[src/rtl/multi_alarm_clock_pkg.sv]
// Shared types and constants for the multi-channel alarm clock.
// Build option: ALARM_SNOOZE_EN enables the snooze state and timer.
package multi_alarm_pkg;

  typedef enum logic [1:0] {
    IDLE,
    RINGING,
    SNOOZED
  } chan_state_t;

  localparam int SEC_MOD = 60;
  localparam int MIN_MOD = 60;
  localparam int HRS_MOD = 24;

  typedef struct packed {
    logic [6:0] min;
    logic [6:0] hrs;
  } hhmm_t;

  function automatic logic [6:0] inc_mod(
    input logic [6:0] v,
    input int         m
  );
    return (32'(v) == m - 1) ? 7'd0 : v + 7'd1;
  endfunction

endpackage

[src/rtl/multi_alarm_clock_alarm_chan.sv]
// One alarm channel: alarm register, ring/snooze timers and FSM.
// Build option: ALARM_SNOOZE_EN adds the SNOOZED state and timer.
module alarm_chan
  import multi_alarm_pkg::*;
#(
  parameter int SNOOZE_MIN   = 9,
  parameter int RING_TIMEOUT = 60
) (
  input  logic  clk,
  input  logic  rst,
  input  logic  tick_i,
  input  logic  min_adv_i,
  input  logic  hrs_adv_i,
  input  logic  match_i,
  input  logic  snooze_i,
  input  logic  stop_i,
  input  logic  on_i,
  output hhmm_t alm_q_o,
  output hhmm_t alm_d_o,
  output logic  ringing_o
);

  localparam logic [7:0] RING_LD = 8'(RING_TIMEOUT);

  hhmm_t       alm_q, alm_d;
  chan_state_t state_q, state_d;
  logic [7:0]  ring_q, ring_d;

`ifdef ALARM_SNOOZE_EN
  localparam logic [9:0] SNZ_LD = 10'(SNOOZE_MIN * 60);
  logic [9:0] snz_q, snz_d;
`else
  logic snooze_unused;
  assign snooze_unused = snooze_i;
`endif

  // Alarm time edit: advance strobes arrive already qualified by tick
  always_comb begin
    alm_d = alm_q;
    if (min_adv_i) alm_d.min = inc_mod(alm_q.min, MIN_MOD);
    if (hrs_adv_i) alm_d.hrs = inc_mod(alm_q.hrs, HRS_MOD);
  end

  // Channel FSM: on-low > stop > snooze > match > timeout
  always_comb begin
    state_d = state_q;
    ring_d  = ring_q;
`ifdef ALARM_SNOOZE_EN
    snz_d   = snz_q;
`endif
    unique case (state_q)
      IDLE: begin
        if (on_i && !stop_i && match_i) begin
          state_d = RINGING;
          ring_d  = RING_LD;
        end
      end
      RINGING: begin
        if (!on_i || stop_i) begin
          state_d = IDLE;
          ring_d  = '0;
        end
`ifdef ALARM_SNOOZE_EN
        else if (snooze_i) begin
          state_d = SNOOZED;
          ring_d  = '0;
          snz_d   = SNZ_LD;
        end
`endif
        else if (match_i) begin
          ring_d = RING_LD;
        end else if (tick_i) begin
          if (ring_q <= 8'd1) begin
            state_d = IDLE;
            ring_d  = '0;
          end else begin
            ring_d = ring_q - 8'd1;
          end
        end
      end
`ifdef ALARM_SNOOZE_EN
      SNOOZED: begin
        if (!on_i || stop_i) begin
          state_d = IDLE;
          snz_d   = '0;
        end else if (match_i) begin
          state_d = RINGING;
          ring_d  = RING_LD;
          snz_d   = '0;
        end else if (tick_i) begin
          if (snz_q <= 10'd1) begin
            state_d = RINGING;
            ring_d  = RING_LD;
            snz_d   = '0;
          end else begin
            snz_d = snz_q - 10'd1;
          end
        end
      end
`endif
      default: begin
        state_d = IDLE;
        ring_d  = '0;
      end
    endcase
  end

  // State, timers and alarm register
  always_ff @(posedge clk or negedge rst) begin
    if (!rst) begin
      alm_q   <= '0;
      state_q <= IDLE;
      ring_q  <= '0;
`ifdef ALARM_SNOOZE_EN
      snz_q   <= '0;
`endif
    end else begin
      alm_q   <= alm_d;
      state_q <= state_d;
      ring_q  <= ring_d;
`ifdef ALARM_SNOOZE_EN
      snz_q   <= snz_d;
`endif
    end
  end

  assign alm_q_o   = alm_q;
  assign alm_d_o   = alm_d;
  assign ringing_o = (state_q == RINGING);

endmodule

[src/rtl/multi_alarm_clock.sv]
// HH:MM:SS timekeeper with N_ALARMS independent alarm channels.
// Build option: ALARM_SNOOZE_EN enables per-channel snooze.
module multi_alarm_clock
  import multi_alarm_pkg::*;
#(
  parameter int N_ALARMS     = 2,
  parameter int SNOOZE_MIN   = 9,
  parameter int RING_TIMEOUT = 60,
  localparam int SEL_W = (N_ALARMS > 1) ? $clog2(N_ALARMS) : 1
) (
  input  logic                clk,
  input  logic                rst,
  input  logic                pulse,
  input  logic                timeset,
  input  logic                alarmset,
  input  logic                minadv,
  input  logic                hrsadv,
  input  logic [SEL_W-1:0]    alarm_sel,
  input  logic [N_ALARMS-1:0] alarm_on,
  input  logic                snooze,
  input  logic                stop,
  output logic [6:0]          disp_sec,
  output logic [6:0]          disp_min,
  output logic [6:0]          disp_hrs,
  output logic [N_ALARMS-1:0] ringing,
  output logic                buzz
);

  logic [6:0] sec_q, sec_d;
  logic [6:0] min_q, min_d;
  logic [6:0] hrs_q, hrs_d;
  logic [6:0] dmin_q, dmin_d;
  logic [6:0] dhrs_q, dhrs_d;

  hhmm_t alm_q [N_ALARMS];
  hhmm_t alm_d [N_ALARMS];

  logic [N_ALARMS-1:0] edit;
  logic [N_ALARMS-1:0] match;
  logic                sel_ok;
  logic [SEL_W-1:0]    sel_eff;
  logic                show_alm;
  logic                tick_match;

  assign sel_ok   = 32'(alarm_sel) < N_ALARMS;
  assign sel_eff  = sel_ok ? alarm_sel : '0;
  assign show_alm = alarmset && !timeset;

  // Time next-state: carries suppressed while setting the time
  always_comb begin
    sec_d = sec_q;
    min_d = min_q;
    hrs_d = hrs_q;
    if (pulse) begin
      sec_d = inc_mod(sec_q, SEC_MOD);
      if (timeset) begin
        if (minadv) min_d = inc_mod(min_q, MIN_MOD);
        if (hrsadv) hrs_d = inc_mod(hrs_q, HRS_MOD);
      end else if (32'(sec_q) == SEC_MOD - 1) begin
        min_d = inc_mod(min_q, MIN_MOD);
        if (32'(min_q) == MIN_MOD - 1) hrs_d = inc_mod(hrs_q, HRS_MOD);
      end
    end
  end

  // Route alarm edit strobes to the selected channel
  always_comb begin
    edit = '0;
    if (pulse && show_alm && sel_ok) edit[sel_eff] = 1'b1;
  end

  assign tick_match = pulse && !timeset && (sec_d == 7'd0);

  for (genvar g = 0; g < N_ALARMS; g++) begin : g_chan
    assign match[g] = tick_match
                   && (alm_q[g].min == min_d)
                   && (alm_q[g].hrs == hrs_d);

    alarm_chan #(
      .SNOOZE_MIN  (SNOOZE_MIN),
      .RING_TIMEOUT(RING_TIMEOUT)
    ) u_chan (
      .clk      (clk),
      .rst      (rst),
      .tick_i   (pulse),
      .min_adv_i(edit[g] & minadv),
      .hrs_adv_i(edit[g] & hrsadv),
      .match_i  (match[g]),
      .snooze_i (snooze),
      .stop_i   (stop),
      .on_i     (alarm_on[g]),
      .alm_q_o  (alm_q[g]),
      .alm_d_o  (alm_d[g]),
      .ringing_o(ringing[g])
    );
  end

  // Display mux on next-state so outputs track stored state exactly
  always_comb begin
    dmin_d = show_alm ? alm_d[sel_eff].min : min_d;
    dhrs_d = show_alm ? alm_d[sel_eff].hrs : hrs_d;
  end

  // Time and display registers
  always_ff @(posedge clk or negedge rst) begin
    if (!rst) begin
      sec_q  <= '0;
      min_q  <= '0;
      hrs_q  <= '0;
      dmin_q <= '0;
      dhrs_q <= '0;
    end else begin
      sec_q  <= sec_d;
      min_q  <= min_d;
      hrs_q  <= hrs_d;
      dmin_q <= dmin_d;
      dhrs_q <= dhrs_d;
    end
  end

  assign disp_sec = sec_q;
  assign disp_min = dmin_q;
  assign disp_hrs = dhrs_q;
  assign buzz     = |ringing;

endmodule
[config.mk]
export PLATFORM = sky130hd
export DESIGN_NAME = multi_alarm_clock
export DESIGN_NICKNAME = d
export VERILOG_FILES = /design/src/rtl/multi_alarm_clock_pkg.sv /design/src/rtl/multi_alarm_clock_alarm_chan.sv /design/src/rtl/multi_alarm_clock.sv
export SDC_FILE = /design/constraint.sdc
export NUM_CORES = 1
export LEC_CHECK = 0
export ABC_AREA = 1
export CORE_MARGIN = 4
export CORE_UTILIZATION = 40
export CTS_BUF_LIST = sky130_fd_sc_hd__clkbuf_2
export DETAILED_ROUTE_END_ITERATION = 8
export GPL_TIMING_DRIVEN = 1
export PLACE_DENSITY = 0.67
export SETUP_SLACK_MARGIN = 0.4
export SYNTH_ARGS = -nofsm -noshare
export SYNTH_HDL_FRONTEND = slang
export SYNTH_SLANG_ARGS = --single-unit
[constraint.sdc]
create_clock -name clk -period 3.8 [get_ports clk]
set_clock_uncertainty 0.1 [all_clocks]
set_input_delay 0.76 -clock clk [delete_from_list [all_inputs] [get_ports clk]]
set_output_delay 0.76 -clock clk [all_outputs]
set_load 0.005 [all_outputs]
Yosys cells after proc, flatten, opt, wreduce, memory -nomap -nowiden
Cells that the tools add are included.

Register bits: 83. Latch bits: 0. RAM bits: 0. Bits in read-only memories: 0. Input bits: 12. Output and inout bits: 24. Word-level logic and storage cells: 135. Memories kept: 0.

$add $sub $neg: 9. Multiply operators: 0. Divide/modulo/power cells: 0. Order comparisons: 5. Equal/unequal tests: 23. Shift operators: 0. Mux-type cells: 53. Bitwise gates (word level): 5. Reductions and logical operators: 27.

Operator list (number): 7-bit 2-to-1 mux (23); 8-bit 2-to-1 mux (10); 7-bit by 1-bit adder with 7-bit output (second input constant) (7); 14-bit 2-to-1 mux (3); 8-bit one-hot mux with 2 select lines (2); 7-bit by 6-bit equality test with 1-bit output (second input constant) (4); 7-bit equality test (4); 2-bit 2-to-1 mux (11); 7-bit by 5-bit equality test with 1-bit output (second input constant) (3); 3-bit inequality test (second input constant) (6); 8-bit by 1-bit less-or-equal comparator with 1-bit output (second input constant) (2); 8-bit by 1-bit subtractor with 8-bit output (second input constant) (2); 1-bit logical AND (13); 4-bit by 3-bit inequality test with 1-bit output (second input constant) (2); 2-bit one-hot mux with 2 select lines (2); 4-bit AND reduction (2); 7-bit logical NOT (1); 1-bit AND (4); 2-bit by 1-bit equality test with 1-bit output (second input constant) (2); 1-bit logical NOT (4); 2-bit logical NOT (2); 2-bit by 1-bit inequality test with 1-bit output (second input constant) (2); 2-bit AND reduction (2); 2-bit >= comparator (second input constant) (1); other kinds (7) (8).

Depth between registers and ports, before layout
Depth after elaboration: 11. Depth in mapped cells: 20. Mapped depth without buffers: 19.

Cells and area by module
From an unflattened synthesis, not the netlist that was laid out.

Cell total of the unflattened synthesis: 761. Area, all modules: 5255.0 µm².

Modules (own cells, without submodules): multi_alarm_clock (times used 1, cells an instance 419, area each 2697.6 µm², seq. area each 875.8 µm²); alarm_chan (times used 2, cells an instance 171, area each 1278.7 µm², seq. area each 575.6 µm²).

Worst setup path after synthesis
Ideal clock, no wire load.

Path type: input to register. Start: in pulse. End: reg dhrs_q[6] (netlist: disp_hrs[6]). Library setup time: 0.143 ns. Data arrival time: 2.258 ns. Required time: 3.557 ns. Slack: 1.299 ns. Stages on the path: 14. Buffers on the path: 2. Cells stage by stage: buf_4 inv_2 buf_2 nor3_2 inv_2 nor2_4 inv_1 nor2_2 nand3_1 nor2_1 nand2_1 xor2_1 a21oi_1 a22oi_1.

RTL lines: from (decl) (line multi_alarm_clock.sv:13) `input logic pulse,`; to (signal assigned) (line multi_alarm_clock.sv:117) `dhrs_q <= dhrs_d;`; to (decl) (line multi_alarm_clock.sv:33) `logic [6:0] dhrs_q, dhrs_d;`.

Worst setup path after layout
Start: in pulse. End: reg g_chan[1].u_chan.ring_q[0].

Elaborated cells between the ends (all ways): 17. Those cells by class: eq/ne: 4; mux: 6; reduce/logical: 7.

RTL lines: 7-bit 2-to-1 mux (*) (line multi_alarm_clock.sv:54) `if (pulse) begin`; net hrs_d[0] (line multi_alarm_clock.sv:31) `logic [6:0] hrs_q, hrs_d;`; 7-bit equality test (*) (line multi_alarm_clock.sv:77) `&& (alm_q[g].hrs == hrs_d);`; 1-bit logical AND (*) (line multi_alarm_clock.sv:77); 8-bit 2-to-1 mux / 1-bit logical AND (equally long branches) (line multi_alarm_clock_alarm_chan.sv:70, multi_alarm_clock_alarm_chan.sv:53); 8-bit 2-to-1 mux / 2-bit by 1-bit inequality test with 1-bit output (equally long branches); 8-bit one-hot mux with 2 select lines / 2-bit AND reduction (equally long branches); to (signal assigned) (line multi_alarm_clock_alarm_chan.sv:120) `ring_q <= ring_d;`; to (decl) (line multi_alarm_clock_alarm_chan.sv:27) `logic [7:0] ring_q, ring_d;`.

The timed path passes the listed nets; every way through them passes the cells marked *. A chain may end at the register's enable or synchronous reset.

==> summary.txt <==
Clocking
  • Clock Path Buffers: 2
  • Post_cts resized: 0
  • TritonCTS Buffers: 9
  • Clk pin slew, worst setup/hold paths: 0.21 ns
  • CTS tree: done
  • Sink Count: 81
  • Htree depth: 3
  • Setup bufs post-CTS: 0
  • Clk root buf: clkbuf_2
  • Worst skew pair latency: 0.59 ns
  • CTS Hold Bufs: 0

Setup path
  • CP bufs+invs: 4
  • Crit path top cell by count: nand2_1
  • Worst R2R Start: disp_sec[1]
  • Top delay family on crit path: simple AND/OR/NAND/NOR gates
  • Critical Path, Cell by Cell: clkdlybuf4s50_1, inv_2, nor2_2, nand3_4, clkinv_4, nand2_1, nand2_1, inv_1, nand2_1, nand3_1, nor2_2, nand4_4, nand2_2, nand2_1, nand2_1
  • Worst EP required: 4.25 ns
  • CP Capture Type: register
  • CP startpoint kind: input port
  • Setup slack, reg-to-reg: 1.15 ns
  • Worst path arrival time: 3.33 ns
  • Critical Path End: g_chan[1].u_chan.ring_q[0]
  • Slowest stage cell, crit path: clkdlybuf4s50_1
  • Worst path max stage delay: 0.72 ns
  • CP Launch Point: pulse
  • Maximum fanout along the worst path: 11
  • R2R Path End: g_chan[1].u_chan.ring_q[0]
  • Crit. path cell count: 15
  • Worst R2R Path Depth: 15
  • WS Path Type: in2reg

Synthesis
  • Netlist cell types: 43
  • Post-synth EDFFs: 0
  • Async set-reset flop share out of synthesis: 100%
  • Synth Cell Area: 5170 um^2
  • Synth Flop Type: dfrtp_1
  • Yosys reg bits: 81
  • YS warnings: 0
  • Sequential share of the synthesized area: 39.2%
  • Mean post-synth cell area: 7.29 um^2
  • Mapped Cells: 709
  • Post-Syn Nets: 732

Pwr
  • Pwr Density: 523 nW/um^2
  • Sw frac: 42.3%
  • Clock group share of total power: 14.7%
  • Final Power: 3020 uW
  • Int Pwr: 1740 uW
  • Sequential power share: 42.2%
  • VDD IR max: 0.278 mV
  • Comb pwr share: 43.1%
  • Leak: 0.00292 uW
  • P_sw: 1280 uW

Placement
  • DP Worst Slack: 0.248 ns
  • GP Congestion: 0.840
  • Buffers added on ports: 34
  • Post-DP HPWL: 8.75 mm
  • Placed Instance Area: 5690 um^2

GRT
  • Largest net degree at the start of global routing: 82
  • Wire length of the first global-routing pass: 19.6 mm
  • Initial antenna violation count: 1
  • Vias in the first global route: 4129
  • Grt total ovfl: 0
  • GRT Total Usage: 16.5%

Final layout
  • Share of layout cells above drive strength 1: 9.88%
  • FF+latch area: 2030 um^2
  • Area Growth Syn to Fin: 11.9%
  • Area of the multi-input gates: 2630 um^2
  • Fin area: 5780 um^2
  • Final nets: 770
  • # fillers: 1322

Job
  • Max-Cap Viols: 0

Floorplan
  • Core Area: 12600 um^2
  • Core Rows: 41
  • Die W: 122 um
  • Die footprint: 14800 um^2
  • Starting Density: 41.0%
  • Die Height: 122 um
  • I/O Pins: 36

STA
  • Final period utilization: 76.0%
  • Worst Tran Pin Value: 1.03 ns
  • Final worst slack: 0.912 ns
  • Hold Fails Final Rpt: 0
  • Pins Over Slew Limit: 0
  • F_max: 346 MHz
  • Post-route setup TNS: 0 ns
  • Final setup vio count: 0
  • RSZ-0062 raised after global routing: no
  • Relative slew slack: 31.4%
  • Final min period: 2.89 ns

Route
  • Via count: 4503
  • Post-route DRC: 0
  • DR WL/cell: 12.4 um
  • Via density per instance: 4.88
  • Detailed Route WL: 11.5 mm
  • Antenna-violating nets left: 0
  • DR iter-0 viols: 304
  • TritonRoute pass-1 iters: 5

Hold path
  • Hold crit path type: in2async

Run status
  • Status: completed
## cells in the mapped netlist, types with 7 or more instances
master | instances | area share, %
a21oi_1 | 12 | 1.2
dfrtp_1 | 81 | 39
ha_1 | 11 | 2.7
inv_1 | 107 | 7.8
inv_2 | 9 | 0.65
nand2_1 | 178 | 13
nand2_2 | 16 | 1.9
nand3_1 | 67 | 6.5
nand4_1 | 17 | 2.1
nor2_1 | 65 | 4.7
nor2_2 | 7 | 0.85
nor3_1 | 16 | 1.5
o21ai_0 | 31 | 3.0
xor2_1 | 15 | 2.5
## kinds of logic (layout without fill, tap and decap cells)
logic type	after synthesis	in the layout	share of synthesized area, %
adder cells (fa/ha/maj)	11	11	2.66
buffers and inverters	128	168	9.85
other	0	1	0
AO/OA/AOI/OAI	71	71	7.79
flip-flops	81	81	39.2
XOR/XNOR	17	17	2.88
AND/OR/NAND/NOR	401	401	37.6
## cell usage in the layout, fill, tap and decap left out, drive strengths merged, types with 12 or more instances in the layout
cell type / netlist / layout
a21oi: 12 / 12
clkdlybuf4s50: 0 / 33
dfrtp: 81 / 81
inv: 116 / 116
nand2: 198 / 198
nand3: 71 / 71
nand4: 20 / 20
nor2: 77 / 77
nor3: 19 / 19
o21ai: 39 / 39
xor2: 15 / 15
## through the flow
stage	hold WS (ns)	std cells	util, %
final	0.222	922	45.8
after global routing	0.299	922	45.8
after CTS	0.247	921	45.8
after detailed placement	0.441	908	45.1
after global placement	0.435	908	45.1
after floorplan	0.364	709	-
## power groups by stage
stage	logic, uW	clock network, uW	registers (uW)
after floorplan	877	0	1270
after CTS	1310	459	1280
after global placement	1290	0	1290
after detailed placement	1300	0	1300
after global routing	1480	492	1310
final	1300	445	1280
## flip-flops by register name, summed over array words and instances (netlist names)
| signal | cells |
|---|---|
| g_chan.u_chan.ring_q | 16 |
| g_chan.u_chan.state_q | 2 |
| g_chan.u_chan.alm_q_o | 28 |
| disp_min | 7 |
| min_q | 7 |
| disp_sec | 7 |
| disp_hrs | 7 |
| hrs_q | 7 |
## worst min-delay path by stage
stage / startpoint / end / slack [ns] / cells after the start
6_report: rst / g_chan[1].u_chan.ring_q[3] / 0.22 / 1
5_1_grt: rst / hrs_q[6] / 0.30 / 1
4_1_cts: rst / g_chan[1].u_chan.alm_q_o[3] / 0.25 / 1
3_5_place_dp: g_chan[0].u_chan.ring_q[1] / g_chan[0].u_chan.ring_q[1] / 0.44 / 2
3_3_place_gp: g_chan[1].u_chan.ring_q[1] / g_chan[1].u_chan.ring_q[1] / 0.43 / 2
2_1_floorplan: rst / disp_hrs[0] / 0.36 / 0
## metal layers
layer	wire, um	track usage, %
met5	0	0
met1	5710	24.2
met3	530	2.55
met2	5000	24.8
met4	213	6.23
## cell type report
class                   count  area share [%]
diodes                      1          0.0433
clock buffers               9           0.779
clock inverters             4           0.822
inverters                 117            7.68
multi-input cells         500            45.5
flip-flops and latches     81            35.1
well taps                 172            3.72
repair buffers             38            6.36
(Power assumes the default switching activity.)
==> RTL edit: new RTL, same settings <==
`RING_TIMEOUT` is set to 60 in 2 places; all go to 32.
--- a/src/rtl/multi_alarm_clock_alarm_chan.sv
+++ b/src/rtl/multi_alarm_clock_alarm_chan.sv
@@ -5,5 +5,5 @@
 #(
   parameter int SNOOZE_MIN   = 9,
-  parameter int RING_TIMEOUT = 60
+  parameter int RING_TIMEOUT = 32
 ) (
   input  logic  clk,
--- a/src/rtl/multi_alarm_clock.sv
+++ b/src/rtl/multi_alarm_clock.sv
@@ -6,5 +6,5 @@
   parameter int N_ALARMS     = 2,
   parameter int SNOOZE_MIN   = 9,
-  parameter int RING_TIMEOUT = 60,
+  parameter int RING_TIMEOUT = 32,
   localparam int SEL_W = (N_ALARMS > 1) ? $clog2(N_ALARMS) : 1
 ) (
Formal check against the unedited RTL: no difference found for any inputs over 4 cycles, from zero or initial values and one cycle with rst low; that may be too few to reach the edited logic, so the function may still have changed.
==> RTL edit against the original RTL <==
- synthesized cell count up 1.1%
- total power increased by 14%
- die area increased by 2.3%
- sequential share of layout area shrank 1.1 points
- worst setup slack gained 81 ps
- synthesized area is 2.4% higher
- sequential cell count is the same
- routed wire length is 7.2% higher
- critical path depth increased by 2
- non-clock buffer count grew 2
- final area rose by 3.4%
- combinational power increased by 23%
- highest routed layer unchanged
==> RTL edit: results (changes against the original RTL) <==
metric	value	unit	change
status	complete, no violations		
leakage	0.00298	uW	+2.0%
synth.area.top_cells	dfrtp_1 (38%), nand2_1 (12%), inv_1 (7.2%)		
hold_class	flip-flop to flip-flop		
regToRegStartpoint	disp_sec[0]$_DFF_PN0_		
wl	12.3	mm	+7.2%
post_drt_wl_per_cell	13.1	um	+5.5%
synth_seq_area_share	38.3	%	-0.93 points
grt_pass1_wl	20.8	mm	+6.0%
fin_nets	783		+1.7%
yosysWarnings	0		unchanged
r2r_slack	1000	ps	-150 ps
cts_root_buffer	clkbuf_2		
maxSlewHeadroom	60.2	%	+29 points
min_path_cells	2		
drtIter0Drc	306		+0.66%
peakVddDrop	0.000337	V	+21%
grtUsageTotal	17.5	%	+0.92 points
grt_pass1_vias	4360		+5.6%
largest_reg_flops	28		unchanged
clockBufferDepth	2		unchanged
synth_compound_gate_area_share	8.51	%	+0.71 points
ys_types	47		+9.3%
gp_congestion	0.911		+8.5%
antenna_found_initial	0		-1
async_flop_share	100	%	unchanged
synth-xor-area-share	4.75	%	+1.9 points
synth_common_cells	nand2_1 (169), inv_1 (101), dfrtp_1 (81), nor2_1 (77), nand3_1 (64)		
diodes	0		-1
layout-drive-gt1-share	11.1	%	+1.2 points
drt_pass1_iterations	4		-1
hold_slack	443	ps	+221 ps
cts-resized-gates	0		unchanged
clkTransAtPathRegs	250	ps	+40 ps
hold_buffers	1		+1
synthAdderAreaFrac	2.60	%	-0.063 points
synthCells	717		+1.1%
vias	4559		+1.2%
grt_max_degree	34		-59%
min_from	g_chan[0].u_chan.ring_q[1]$_DFFE_PN0P_		
post-cts-setup-buffers	0		unchanged
syn_nets	740		+1.1%
synth.mux.area_fraction	0	%	unchanged
ff2ff_path_depth	18		+3
dp.cells	920		+1.3%
worstPathArrival	3200	ps	-130 ps
r2r_end	g_chan[0].u_chan.ring_q[0]$_DFFE_PN0P_		
hpwl	9.52	mm	+8.8%
-- RTL edit: per-layer routing --
layer  GRT usage [%]  wire, um
met2            27.6      5410
met4            5.74       221
met5               0         0
met1            23.8      6180
met3            3.98       463
-- RTL edit: per-stage QoR --
step,util (%),instance area [um2],worst slack (ps)
after CTS,46.8,5980,997
final,46.8,5980,993
after floorplan,-,5290,1400
after global routing,46.8,5980,777
after global placement,45.7,5830,404
after detailed placement,45.7,5830,376
-- RTL edit: kinds of logic (layout without fill, tap and decap cells) --
group,Yosys count,count (layout)
AO/OA/AOI/OAI,77,77
XOR/XNOR,27,27
adder cells (fa/ha/maj),11,11
AND/OR/NAND/NOR,405,405
buffers and inverters,116,164
flip-flops,81,81
-- RTL edit: area by class of cell --
cell class                 instances  area [um2]
clock buffer                       9        45.0
clock inverter                     7        86.3
fill                            1280        6800
inverter                         108         413
multi-input combinational        520        2800
sequential                        81        2030
tap                              172         215
timing repair buffer              40         385
-- RTL edit: critical path: stages --
cell and delay, ps:
clkdlybuf4s50_1 470, buf_4 180, nand2_1 100, nor2_1 200, nand3_1 100, nand2_1 80, inv_1 50, a21oi_1 140
nand3_1 210, inv_1 100, o21ai_0 80, nor2_1 90, nand3_1 160, inv_1 150, nand2_1 150, nand3b_1 120
nand2_1 60
-- RTL edit: how the worst max path moves through the flow --
stage	from	endpoint	slack, ps
after floorplan	pulse	g_chan[0].u_chan.ring_q[6]$_DFFE_PN0P_	1400
after global placement	pulse	g_chan[1].u_chan.ring_q[6]$_DFFE_PN0P_	400
after detailed placement	pulse	g_chan[1].u_chan.ring_q[6]$_DFFE_PN0P_	380
after CTS	disp_sec[0]$_DFF_PN0_	g_chan[1].u_chan.ring_q[6]$_DFFE_PN0P_	1000
after global routing	disp_sec[1]$_DFF_PN0_	g_chan[1].u_chan.ring_q[3]$_DFFE_PN0P_	780
final	pulse	g_chan[1].u_chan.ring_q[6]$_DFFE_PN0P_	990
-- RTL edit: where the power goes --
part | leakage (uW) | internal, uW | switching [uW]
sequential | 0.000956 | 1120 | 230
combinational | 0.00195 | 620 | 977
clock | 0.0000765 | 166 | 339
total | 0.00298 | 1910 | 1550
